`src/rtl/instr_dcd_pkg.sv`:
```
// Shared types and constants for the SPI instruction decoder.
// Optional build macro: INSTR_DCD_AUTOINC_EN (address auto-increment bursts).
package instr_dcd_pkg;

  localparam int DATA_W_DEF = 8;
  localparam int ADDR_W_DEF = 6;

  // Instruction byte fields; bits [ADDR_W-1:0] carry the register address.
  localparam int RW_BIT   = 7;
  localparam int RSVD_BIT = 6;

  typedef enum logic {
    IDLE_INSTR = 1'b0,
    DATA       = 1'b1
  } instr_state_e;

endpackage

```
`src/rtl/instr_decoder_byte_sync_edge.sv`:
```
// Rising-edge detector for the byte_sync qualifier from the SPI deserializer.
// A byte is accepted only on the cycle byte_sync goes high, so a held strobe
// counts once. The registered copy resets low, so a strobe already high when
// reset releases is accepted on the first clock.
module byte_sync_edge (
  input  logic clk,
  input  logic rst_n,
  input  logic byte_sync,
  output logic byte_acc
);

  logic byte_sync_q;
  logic byte_sync_d;

  // Next value of the delayed strobe copy.
  always_comb begin
    byte_sync_d = byte_sync;
  end

  // Delayed copy of byte_sync; rst_n is an active-high asynchronous reset.
  always_ff @(posedge clk or posedge rst_n) begin
    if (rst_n) begin
      byte_sync_q <= 1'b0;
    end else begin
      byte_sync_q <= byte_sync_d;
    end
  end

  // One-cycle acceptance pulse on the low-to-high transition.
  always_comb begin
    byte_acc = byte_sync & ~byte_sync_q;
  end

endmodule

```
`src/rtl/instr_decoder.sv`:
```
// Byte-level instruction decoder between the SPI byte deserializer and the
// PWM register bank. Splits the byte stream into instruction/data pairs and
// drives address, read/write strobes and write data; returns read data.
//
// Optional build macro: INSTR_DCD_AUTOINC_EN
//   defined     - after each data byte stay in DATA and step addr (wraps),
//                 re-strobing read or write; only reset ends a burst.
//   not defined - exactly one data byte per instruction.
//
// state      | meaning
// IDLE_INSTR | next accepted byte is an instruction (rw, addr)
// DATA       | next accepted byte is write data or a read dummy byte
module instr_decoder #(
  parameter int DATA_W = instr_dcd_pkg::DATA_W_DEF,
  parameter int ADDR_W = instr_dcd_pkg::ADDR_W_DEF
) (
  input  logic              clk,
  input  logic              rst_n,
  input  logic              byte_sync,
  input  logic [DATA_W-1:0] data_in,
  output logic [DATA_W-1:0] data_out,
  output logic              read,
  output logic              write,
  output logic [ADDR_W-1:0] addr,
  input  logic [DATA_W-1:0] data_read,
  output logic [DATA_W-1:0] data_write
);

  import instr_dcd_pkg::*;

  logic byte_acc;

  instr_state_e      state_q, state_d;
  logic              rw_q, rw_d;
  logic [ADDR_W-1:0] addr_q, addr_d;
  logic [DATA_W-1:0] data_out_q, data_out_d;
  logic [DATA_W-1:0] data_write_q, data_write_d;
  logic              read_q, read_d;
  logic              write_q, write_d;

  byte_sync_edge u_byte_sync_edge (
    .clk       (clk),
    .rst_n     (rst_n),
    .byte_sync (byte_sync),
    .byte_acc  (byte_acc)
  );

  // Next-state and registered-output decode; strobes default low each cycle.
  always_comb begin
    state_d      = state_q;
    rw_d         = rw_q;
    addr_d       = addr_q;
    data_out_d   = data_out_q;
    data_write_d = data_write_q;
    read_d       = 1'b0;
    write_d      = 1'b0;

    case (state_q)
      IDLE_INSTR: begin
        if (byte_acc) begin
          addr_d  = data_in[ADDR_W-1:0];
          rw_d    = data_in[RW_BIT];
          read_d  = ~data_in[RW_BIT];
          state_d = DATA;
        end
      end

      DATA: begin
        // Read data follows the bank continuously so late updates are seen.
        if (!rw_q) begin
          data_out_d = data_read;
        end
`ifdef INSTR_DCD_AUTOINC_EN
        // Write addresses step one cycle after the strobe so the bank sees
        // the strobe with the address it was meant for.
        if (rw_q && write_q) begin
          addr_d = addr_q + 1'b1;
        end
        if (byte_acc) begin
          if (rw_q) begin
            data_write_d = data_in;
            write_d      = 1'b1;
          end else begin
            addr_d = addr_q + 1'b1;
            read_d = 1'b1;
          end
        end
`else
        if (byte_acc) begin
          state_d = IDLE_INSTR;
          if (rw_q) begin
            data_write_d = data_in;
            write_d      = 1'b1;
          end
        end
`endif
      end

      default: begin
        state_d = IDLE_INSTR;
      end
    endcase
  end

  // State and output registers; reset aborts any transaction without strobes.
  always_ff @(posedge clk or posedge rst_n) begin
    if (rst_n) begin
      state_q      <= IDLE_INSTR;
      rw_q         <= 1'b0;
      addr_q       <= '0;
      data_out_q   <= '0;
      data_write_q <= '0;
      read_q       <= 1'b0;
      write_q      <= 1'b0;
    end else begin
      state_q      <= state_d;
      rw_q         <= rw_d;
      addr_q       <= addr_d;
      data_out_q   <= data_out_d;
      data_write_q <= data_write_d;
      read_q       <= read_d;
      write_q      <= write_d;
    end
  end

  assign addr       = addr_q;
  assign data_out   = data_out_q;
  assign data_write = data_write_q;
  assign read       = read_q;
  assign write      = write_q;

endmodule

```
`config.mk`:
```
export PLATFORM = sky130hd
export DESIGN_NAME = instr_decoder
export DESIGN_NICKNAME = d
export VERILOG_FILES = /design/src/rtl/instr_dcd_pkg.sv /design/src/rtl/instr_decoder_byte_sync_edge.sv /design/src/rtl/instr_decoder.sv
export SDC_FILE = /design/constraint.sdc
export NUM_CORES = 1
export LEC_CHECK = 0
export ABC_AREA = 1
export CAP_MARGIN = 20
export CORE_MARGIN = 2
export CORE_UTILIZATION = 47
export CTS_BUF_LIST = sky130_fd_sc_hd__clkbuf_4
export DETAILED_ROUTE_END_ITERATION = 6
export PLACE_DENSITY = 0.86
export SLEW_MARGIN = 20
export SYNTH_ARGS = -nofsm -noshare
export SYNTH_HDL_FRONTEND = slang
export SYNTH_SLANG_ARGS = --single-unit
```
`constraint.sdc`:
```
create_clock -name clk -period 1.8 [get_ports clk]
set_input_delay 0.36 -clock clk [delete_from_list [all_inputs] [get_ports clk]]
set_output_delay 0.36 -clock clk [all_outputs]
set_load 0.02 [all_outputs]
```
==> tab_implementation.tex <==
\begin{tabular}{lr}
\hline
Metric & Value \\
\hline
\multicolumn{2}{l}{\textbf{Floorplan}} \\
Number of top-level pins & 43 \\
Die extent in y & a little over 50 µm \\
Effective utilization at floorplan & 49.0\% \\
Area of the core & 2190 µm² \\
FP Rows & 17 \\
Die X & just over 50 µm \\
Area of the die & 2680 µm² \\
\multicolumn{2}{l}{\textbf{Logic synthesis}} \\
Yosys warnings & 0 \\
Combined area of all synthesized cells & 1070 µm² \\
Net Count, Synth & 135 \\
Share of Yosys cell area claimed by the top area cell type & between 60 and 70\% \\
Mapped Avg Cell Area & 9.42 µm² \\
Portion of the post-synthesis area used by sequential elements & a little over three fifths \\
Synthesized netlist cell count & 114 \\
Cell type with the largest total area after synthesis & sky130\_fd\_sc\_hd\_\_dfrtp\_1 \\
Area contributors post-synth & sky130\_fd\_sc\_hd\_\_dfrtp\_1, sky130\_fd\_sc\_hd\_\_nand2\_1, sky130\_fd\_sc\_hd\_\_nand3\_1, sky130\_fd\_sc\_hd\_\_inv\_1, sky130\_fd\_sc\_hd\_\_o21ai\_0 \\
\#FFs+latches synth & 27 \\
Synth cell types & 13 \\
\multicolumn{2}{l}{\textbf{Critical path}} \\
Crit path kind & register to output port \\
Worst path bufs/invs & 1 \\
Register-to-Register Path Depth & 4 \\
Launching element type of the critical path & register \\
Cell class contributing the biggest share of worst-path delay & buffers and inverters \\
Cell chain of the critical path & clkdlybuf4s50\_1 \\
Critical path arrival & 1320 ps \\
Required time worst endpoint & 1440 ps \\
Slowest-stage cell, CP & sky130\_fd\_sc\_hd\_\_clkdlybuf4s50\_1 \\
Kind of end point of the critical path & output port \\
Crit Reg-Reg Endpoint & data\_write[7] \\
FF-to-FF setup slack & around 370 ps \\
Source of the worst register-to-register timing path & state\_q \\
Peak per-stage delay on the critical path & 620 ps \\
Largest fanout on the critical path & 2 \\
\multicolumn{2}{l}{\textbf{STA}} \\
Fin crit period & 1680 ps \\
RSZ-0062 raised after global routing & false \\
Worst-case clock skew & 8.58 ps \\
Slew Viols, Final & 0 \\
Period Utilization, post-route & 93.2\% \\
Finish-stage setup viols & 0 \\
Hold violation total from the final report & 0 \\
Actual slew at the worst max-slew pin & 406 ps \\
Max-slew headroom & 73.0\% \\
Total Neg Setup Slack & 0 ps \\
Peak clock frequency supported by timing & between 500 and 600 MHz \\
\multicolumn{2}{l}{\textbf{Finish}} \\
Number of antenna cells inserted & 0 \\
Final instance area & 1540 µm² \\
Footprint of the flip-flops and latches & 676 µm² \\
Commonest cells after routing, fill and taps aside & sky130\_fd\_sc\_hd\_\_clkdlybuf4s50\_1, sky130\_fd\_sc\_hd\_\_nand2\_1, sky130\_fd\_sc\_hd\_\_dfrtp\_1 \\
NumNets Final & 179 \\
Area of the multi-input gates & 325 µm² \\
Area growth from synthesis to layout & 43.1\% \\
Number of fill cells in the layout & between 150 and 200 \\
Final instance count without filler cells & roughly 190 \\
End-of-flow core utilization & 70.1\% \\
Most common library cell in the layout ignoring fill and taps & sky130\_fd\_sc\_hd\_\_clkdlybuf4s50\_1 \\
Ratio of cells with drive above 1 in the final layout & under 10\% \\
\multicolumn{2}{l}{\textbf{Placed design}} \\
Count of port buffers added during placement & 42 \\
Weighted congestion at the end of routability-driven global placement & 0.871 \\
Detail Placement HPWL & 1.69 mm \\
Post-placement cell count & roughly 180 \\
Instance area at placement & 1510 µm² \\
\multicolumn{2}{l}{\textbf{Power and ir drop}} \\
Power density over cell area & 1650 nW/µm² \\
Leakage power summed over all cells & 0.763 nW \\
Sum of internal, switching and leakage power & about 2.5 mW \\
Worst IR drop on VDD & 1.05 mV \\
\multicolumn{2}{l}{\textbf{Detailed routing}} \\
Final routed wirelength across all metal layers & 2.21 mm \\
Vias per inst & roughly 4.9 \\
Detailed-route wire length per cell & 12.0 µm \\
Vias & 906 \\
DRC viols & 0 \\
First-pass iteration count of the detailed router & 4 \\
DRT antenna net count & 0 \\
Iteration-0 DRC Markers & 14 \\
\multicolumn{2}{l}{\textbf{Global routing}} \\
Pin count of the biggest net entering global routing & 28 \\
Sum of overflow across all layers after global routing & 0 \\
All-layer global routing usage & a little under a fifth \\
Global-route wire length before repair & 3.65 mm \\
Vias in the first global route & 864 \\
Initial antenna violation count & 0 \\
\multicolumn{2}{l}{\textbf{Clock network}} \\
Clock transition at the registers of the reported paths & 140 ps \\
Buffers inserted by post-CTS timing repair & 0 \\
Clock Root Buffer & sky130\_fd\_sc\_hd\_\_clkbuf\_4 \\
Clock Path Buffers & 2 \\
Clock latency of the later-clocked register in the worst-skew pair & 320 ps \\
Cts bufs inserted & 3 \\
TritonCTS clock tree & done \\
Count of instances resized after the clock tree is built & 0 \\
CTS hold repair buffers & 0 \\
H-tree levels & 1 \\
Clock net sink count & 27 \\
\multicolumn{2}{l}{\textbf{Run}} \\
Max-capacitance violation count & 0 \\
\multicolumn{2}{l}{\textbf{Worst hold path}} \\
Path category of the worst min-delay check & input port to asynchronous set/reset pin \\
\multicolumn{2}{l}{\textbf{Status}} \\
Result of the run & finished clean \\
\hline
\end{tabular}
==> layout make-up <==
class	instances	area share (%)
timing repair buffer	43	27.9
multi-input combinational	71	21.2
clock buffer	3	1.47
inverter	12	2.93
clock inverter	1	0.326
sequential	27	44.0
tap	28	2.28
==> per-layer routing <==
| layer | share of wire (%) | up-vias | track usage, % | wire (µm) |
|---|---|---|---|---|
| li1 | - | 439 | - | - |
| met1 | 42 | 421 | 22.0 | 919 |
| met2 | 48 | 42 | 32.1 | 1070 |
| met3 | 9.0 | 4 | 4.31 | 199 |
| met4 | 1.3 | 0 | 7.02 | 28 |
| met5 | 0 | - | 0 | 0 |
==> worst max-delay path by stage <==
| stage | startpoint | to | slack [ps] | depth (start not counted) |
|---|---|---|---|---|
| after floorplan | state_q | addr[0] | 610 | 6 |
| after global placement | byte_sync | data_write[7] | 100 | 7 |
| after detailed placement | byte_sync | data_write[7] | 50 | 7 |
| after CTS | data_out[3] | data_out[3] | 100 | 1 |
| after global routing | data_out[6] | data_out[6] | 60 | 1 |
| final | data_out[3] | data_out[3] | 120 | 1 |
==> synthesized netlist by cell type <==
master	count
sky130_fd_sc_hd__buf_2	1
sky130_fd_sc_hd__nand3_1	16
sky130_fd_sc_hd__nand2_1	41
sky130_fd_sc_hd__or2_1	1
sky130_fd_sc_hd__o21ai_0	7
sky130_fd_sc_hd__inv_2	1
sky130_fd_sc_hd__dfrtp_1	27
sky130_fd_sc_hd__inv_1	11
sky130_fd_sc_hd__ha_1	2
sky130_fd_sc_hd__nand2_2	1
sky130_fd_sc_hd__buf_4	3
sky130_fd_sc_hd__nor2_1	2
sky130_fd_sc_hd__nand2_4	1
==> cell families after synthesis <==
family | share of synthesized area, %
simple gates | 24.7
buf+inv | 6.76
compound gates | 3.26
fa+ha+maj | 2.33
flops | 62.9
==> worst min-delay path, stage by stage <==
cell and delay [ps]:
sky130_fd_sc_hd__clkdlybuf4s50_1 400, sky130_fd_sc_hd__inv_1 50, sky130_fd_sc_hd__buf_4 310
==> power breakdown <==
| part | switching (mW) | internal (mW) |
|---|---|---|
| registers | 0.202 | 0.866 |
| logic | 0.646 | 0.572 |
| clock network | 0.164 | 0.0831 |
| total | 1.01 | 1.52 |
==> metrics by stage <==
step / setup WS, ps / hold slack [ps]
2_1_floorplan: 611 / 391
3_3_place_gp: 105 / 454
3_5_place_dp: 54.2 / 458
4_1_cts: 104 / 392
5_1_grt: 63.7 / 415
6_report: 123 / 384
==> registers in the layout, summed over array words and instances, names as in the netlist <==
name                          flops
data_out                          8
rw_q                              1
read                              1
write                             1
addr                              6
state_q                           1
u_byte_sync_edge.byte_sync_q      1
data_write                        8
Power figures use the tool's default switching activity.
